===== config.mk =====
export PLATFORM = sky130hd
export DESIGN_NAME = spi_ram_ctrl
export DESIGN_NICKNAME = d
export VERILOG_FILES = /design/src/rtl/spi_ram_ctrl.sv
export SDC_FILE = /design/constraint.sdc
export NUM_CORES = 2
export LEC_CHECK = 0
export ABC_AREA = 0
export BUFFER_PORTS_ARGS = -buffer_cell sky130_fd_sc_hd__buf_2
export CORE_UTILIZATION = 45
export DETAILED_ROUTE_END_ITERATION = 10
export HOLD_SLACK_MARGIN = 0.08
export PLACE_DENSITY = 0.66
export SYNTH_ARGS = -nofsm -noshare
export SYNTH_HDL_FRONTEND = slang
export SYNTH_SLANG_ARGS = --single-unit
export TNS_END_PERCENT = 30

===== constraint.sdc =====
create_clock -name sys_clock -period 10.4 [get_ports sys_clock]
set_clock_uncertainty 0.1 [all_clocks]
set_input_delay 1.04 -clock sys_clock [delete_from_list [all_inputs] [get_ports sys_clock]]
set_output_delay 1.04 -clock sys_clock [all_outputs]
set_load 0.02 [all_outputs]

===== src/rtl/spi_ram_ctrl.sv =====
// rtl/spi_ram_ctrl.sv - frame command decoder and word memory behind the 18-bit SPI slave
// Optional: define SPI_RAM_ADDR_AUTO_INC_EN to post-increment wr_addr/rd_addr after each access.
module spi_ram_ctrl #(
  parameter int DATA_W    = 16,
  parameter int ADDR_W    = 8,
  parameter int MEM_DEPTH = 256
) (
  input  logic              sys_clock,
  input  logic              reset,
  input  logic [DATA_W+1:0] rx_data,
  input  logic              rx_valid,
  output logic [DATA_W+1:0] ram_data_out,
  output logic              tx_valid,
  output logic              busy,
  output logic              overrun
);

  localparam logic [2:0] S_IDLE     = 3'd0;
  localparam logic [2:0] S_DECODE   = 3'd1;
  localparam logic [2:0] S_WRITE    = 3'd2;
  localparam logic [2:0] S_RD_ISSUE = 3'd3;
  localparam logic [2:0] S_RD_RESP  = 3'd4;

  localparam logic [1:0] CMD_SET_WADDR = 2'b00;
  localparam logic [1:0] CMD_WRITE     = 2'b01;
  localparam logic [1:0] CMD_SET_RADDR = 2'b10;
  localparam logic [1:0] CMD_READ      = 2'b11;

  logic [2:0]        state;
  logic              rx_valid_d;
  logic              detect;
  logic [1:0]        cmd_reg;
  logic [DATA_W-1:0] pay_reg;
  logic [ADDR_W-1:0] wr_addr;
  logic [ADDR_W-1:0] rd_addr;
  logic [DATA_W-1:0] rd_q;
  logic [DATA_W-1:0] mem [MEM_DEPTH];

  // Addresses past the populated depth fold back into the array.
  function automatic logic [ADDR_W-1:0] wrap_addr(input logic [ADDR_W-1:0] a);
    if (MEM_DEPTH >= (1 << ADDR_W))
      return a;
    else
      return ADDR_W'(int'(a) % MEM_DEPTH);
  endfunction

`ifdef SPI_RAM_ADDR_AUTO_INC_EN
  function automatic logic [ADDR_W-1:0] next_addr(input logic [ADDR_W-1:0] a);
    if (a == ADDR_W'(MEM_DEPTH - 1))
      return '0;
    else
      return a + 1'b1;
  endfunction
`endif

  // Only the rising edge of the slave's level counts as a frame.
  assign detect = rx_valid & ~rx_valid_d;
  assign busy   = (state != S_IDLE);

  always_ff @(posedge sys_clock or posedge reset) begin
    if (reset) begin
      state        <= S_IDLE;
      rx_valid_d   <= 1'b0;
      cmd_reg      <= '0;
      pay_reg      <= '0;
      wr_addr      <= '0;
      rd_addr      <= '0;
      ram_data_out <= '1;
      tx_valid     <= 1'b0;
      overrun      <= 1'b0;
    end else begin
      rx_valid_d <= rx_valid;
      tx_valid   <= 1'b0;
      if (detect && busy)
        overrun <= 1'b1;
      case (state)
        S_IDLE: begin
          if (detect) begin
            cmd_reg <= rx_data[DATA_W+1:DATA_W];
            pay_reg <= rx_data[DATA_W-1:0];
            state   <= S_DECODE;
          end
        end
        S_DECODE: begin
          case (cmd_reg)
            CMD_SET_WADDR: begin
              wr_addr <= wrap_addr(pay_reg[ADDR_W-1:0]);
              state   <= S_IDLE;
            end
            CMD_WRITE:     state <= S_WRITE;
            CMD_SET_RADDR: begin
              rd_addr <= wrap_addr(pay_reg[ADDR_W-1:0]);
              state   <= S_IDLE;
            end
            CMD_READ:      state <= S_RD_ISSUE;
            default:       state <= S_IDLE;
          endcase
        end
        S_WRITE: begin
`ifdef SPI_RAM_ADDR_AUTO_INC_EN
          wr_addr <= next_addr(wr_addr);
`endif
          state <= S_IDLE;
        end
        S_RD_ISSUE: state <= S_RD_RESP;
        S_RD_RESP: begin
          ram_data_out <= {2'b11, rd_q};
          tx_valid     <= 1'b1;
`ifdef SPI_RAM_ADDR_AUTO_INC_EN
          rd_addr <= next_addr(rd_addr);
`endif
          state <= S_IDLE;
        end
        default: state <= S_IDLE;
      endcase
    end
  end

  // Storage has no reset; reset pulls state out of WRITE so a pending write is lost.
  always_ff @(posedge sys_clock) begin
    if (state == S_WRITE)
      mem[wr_addr] <= pay_reg;
    if (state == S_RD_ISSUE)
      rd_q <= mem[rd_addr];
  end

endmodule


# == After elaboration in Yosys (flattened, before gate mapping) ==
# Memories as Yosys holds them, arrays and structs flattened. A register that Yosys moved wholly into a read port is not among the register bits.
# Index checks and enable logic that the tools add are counted.
# word_totals
mem_bits_rw,4096
inputBits,21
word_cells,34
regBits,56
memories,1
output_inout_bits,21
# op_classes
eq_ne,8
n_mux,6
n_bitwise,2
n_reduce_logical,8
# mem_list
memory,depth,width,read_ports,rd_clocked_by_memory_dff,write_ports,line_no,rtl
mem,256,16,1,1,1,37,logic [DATA_W-1:0] mem [MEM_DEPTH];
# op_table
cell,count
3-bit one-hot mux with 3 select lines,2
3-bit by 2-bit == test with 1-bit output (second input constant),2
2-bit AND reduction,3
2-bit == test (second input constant),2
3-bit by 1-bit == test with 1-bit output (second input constant),1
3-bit == test (second input constant),1
3-bit zero test,1
1-bit 2-to-1 mux,3
3-bit 2-to-1 mux,1
3-bit nonzero test,1
2-bit by 1-bit == test with 1-bit output (second input constant),1
2-bit zero test,1
2-bit != test (second input constant),1
2-bit OR reduction,1
1-bit AND,1
1-bit logical AND,1
1-bit NOT,1

# == Longest topological paths before layout ==
# logic_depth
word_depth,4
depth_mapped,12
depth_no_buf,6

# == Worst setup path before layout ==
# No wires, ideal clock.
# synth_timing
kind,register -> register
startpoint,reg pay_reg[0]
endpoint,"mem mem[0][0], data pin"
setup_time_ns,0.807
period_less_slack_ns,4.109
stages_incl_launch_ff,1
arrival_time_ns,3.202
path_buffers,0
t_required_ns,9.493
setup_slack_ns,6.291
cell_sequence,dfrtp_1
# synth_lines
element,line_no,rtl
from (decl),33,logic [DATA_W-1:0] pay_reg;
from (signal assigned),80,pay_reg <= rx_data[DATA_W-1:0];
to (decl),37,
# No word-level cell before the write port.

==> impl_metrics.ini <==
[critical_path]
crit_path_max_incr_delay_ns = 0.99
crit_cells = 9
crit_fanout = 43
crit_slowest_cell = a311oi_1
start_kind = register
cp_top_family = compound AO/OA/AOI/OAI gates
worst-setup-path-type = register to register
crit_chain = nand2_4 > buf_4 > buf_4 > buf_4 > o221ai_1 > a21oi_1 > a311oi_1 > nand4_1 > nor4_1
cp_data_arrival_time_ns = 6.64
rr_worst_depth = 9
r2r_slack_ns = 4.44
end_kind = register
critPathBufInv = 3
cpMostUsedCell = buf_4
cp.required_ns = 11.08

[placement]
dp_hpwl_um = 270000
dp_slack_ns = 4.74
place_congestion = 0.967
port-buffer-count = 39

[floorplanning]
top_level_ports = 42
fp.dieW_um = 601
coreArea_um2 = 357000
dieArea_um2 = 362000
rows = 219
floorplan.initialDensity_pct = 45.3
die_y_um = 601

[timing]
setup_tns_ns = 0
fin_ws_ns = 4.44
finalHoldViolCount = 0
fin_crit_sh_pct = 57.3
final-setup-viol-count = 0
clock.fmax_ghz = 0.168
hold_slack_ns = 0.217
slew_violations = 179
relSlewSlack_pct = -10.5
tightest_slew_ns = 1.66
rsz0062_at_grt = no
min_period_ns = 5.96

[yosys]
ys_types = 74
yosysTopAreaCell = edfxtp_1
ys_top_cells_by_count = edfxtp_1 (4112), mux4_2 (648), mux2i_1 (582), nor2_1 (338), nand2_1 (217)
synth_area_leaders = edfxtp_1 (76%), mux4_2 (9.0%), mux2i_1 (3.6%)
ys_seq_area_share_pct = 77.3
synthSimpleGateAreaFrac_pct = 2.69
yosysTopAreaCellShare_pct = 76.4
synth_enable_flop_cells = 4112
synth_most_common_cell = edfxtp_1
synth_compound_area_share_pct = 3.72
synth_flop_cell = edfxtp_1
synth_mux_area_share_pct = 14.3
synth_xor_xnor_area_share_pct = 0
ys_ff_latch = 4168
async_reset_ff_share_pct = 1.34
yosysWarnings = 0
synthAdderAreaFrac_pct = 0
syn-cell-area_um2 = 162000
syn_area_per_cell_um2 = 20.7
syn_inst = 7804
synth_top_family_by_area = multiplexers

[power_and_ir_drop]
power_density_nw_per_um2 = 280
vdd_drop_max_mv = 0.243
fin_total_pwr_mw = 50.8
p_leak_nw = 57.0

[clock_network]
cts_tree = yes
clock_latency_ns = 0.96
cts_root_buffer = clkbuf_16
clkSinkCount = 4168
clk_path_buf_depth = 4
cts_resized = 0
numCtsBuffers = 404
path_clk_slew_ns = 0.07
htree_num_levels = 5

[drt]
viasPerCell = 6.32
drtPass1Iterations = 6
vias = 84000
wl_met1_um = 171000
wl_met2_um = 203000
drt-initial-drc-count = 12900
ant_nets = 0
highest_layer = met5
finalWirelength_um = 452000
route.met3.wl_um = 55800
wire_per_inst_um = 33.9
drc_errors = 0

[global_routing]
antenna_found_initial = 30
grt_max_degree = 206
grt_pass1_vias = 80700
grt-ovfl-total = 0
grt_pass1_wl_um = 630000
grt.total_usage_pct = 24.5

[final_layout]
regArea_um2 = 125000
largest_register_ffs = 4096
area_growth_pct = 12.3
drive_gt1_share_pct = 22.1
multi_input_area_um2 = 33700
n_fill_cell = 27700
post-route-util_pct = 50.9
largest-register = mem
fin_nets = 8217

[run_status]
status = complete, but fails checks
violations = max-capacitance violations, max-slew violations

[hold_path]
hold_depth = 2
holdCritPathClass = input port to register

[job]
cap_violations = 1
==> worst register-to-register path, delay by kind of cell, from the launching register on <==
| kind | cells | cell delay, ns |
|---|---|---|
| DFF | 1 | 0.87 |
| buffers and inverters | 3 | 1.39 |
| and+or+nand+nor | 3 | 1.63 |
| AOI/OAI and AO/OA | 3 | 1.79 |
==> per-layer routing <==
metal,track usage [%],vias to the layer above
met5,0,-
li1,-,33600
met4,10.5,14
met1,34.3,44300
met3,6.40,843
met2,36.6,5344
==> cell type report <==
type                    instances  area share [%]
clock buffers                 509            5.97
inverters                       7          0.0172
flip-flops and latches       4168            68.9
diodes                         15          0.0207
multi-input cells            3152            18.6
repair buffers                463            2.02
clock inverters               240            1.27
well taps                    4751            3.28
==> cell usage in the layout, fill, tap and decap left out, types with 78 or more instances in the layout <==
cell type	synthesis	layout
edfxtp_1	4112	4112
mux4_2	648	648
mux2i_1	582	582
clkbuf_16	0	413
buf_4	35	399
nor2_1	338	327
nand2_1	217	216
o22ai_1	150	150
o221ai_1	143	143
nor3_1	118	117
nand3_1	111	105
a22oi_1	102	102
a21oi_1	94	92
mux2_2	89	89
clkbuf_1	175	83
clkinv_1	1	78
==> stage by stage <==
| stage | cell area (um^2) | cells |
|---|---|---|
| after global placement | 168000 | 12500 |
| after detailed placement | 168000 | 12500 |
| after floorplan | 162000 | 7805 |
| final | 181000 | 13300 |
| after global routing | 181000 | 13300 |
| after CTS | 181000 | 13300 |
==> report_power, final <==
| group | total, mW | internal [mW] | switching, mW |
|---|---|---|---|
| logic | 14.2 | 4.52 | 9.70 |
| registers | 22.0 | 21.1 | 0.910 |
| clock network | 14.6 | 8.27 | 6.31 |
==> logic make-up after synthesis <==
group,count (synthesis)
AOI/OAI and AO/OA,814
muxes,1382
buffers and inverters,485
DFF,4168
and+or+nand+nor,954
other,1
==> repair_timing <==
| action | 4_1_cts | 5_1_grt |
|---|---|---|
| setup buffers | 0 | 0 |
| setup endpoints to repair | 0 | 0 |
| hold endpoints to repair | 18 | 0 |
| hold buffers | 2 | 0 |
==> worst paths after layout <==
kind                                         to         from
worst max register to register          rd_q[6]   rd_addr[1]
worst max-delay path                    rd_q[6]   rd_addr[1]
worst min register to register  ram_data_out[2]      rd_q[2]
worst min-delay path                 cmd_reg[1]  rx_data[17]
max in group asynchronous            rd_addr[1]        reset
min in group asynchronous           pay_reg[14]        reset
Note: power is estimated with default switching activity, not from simulation.
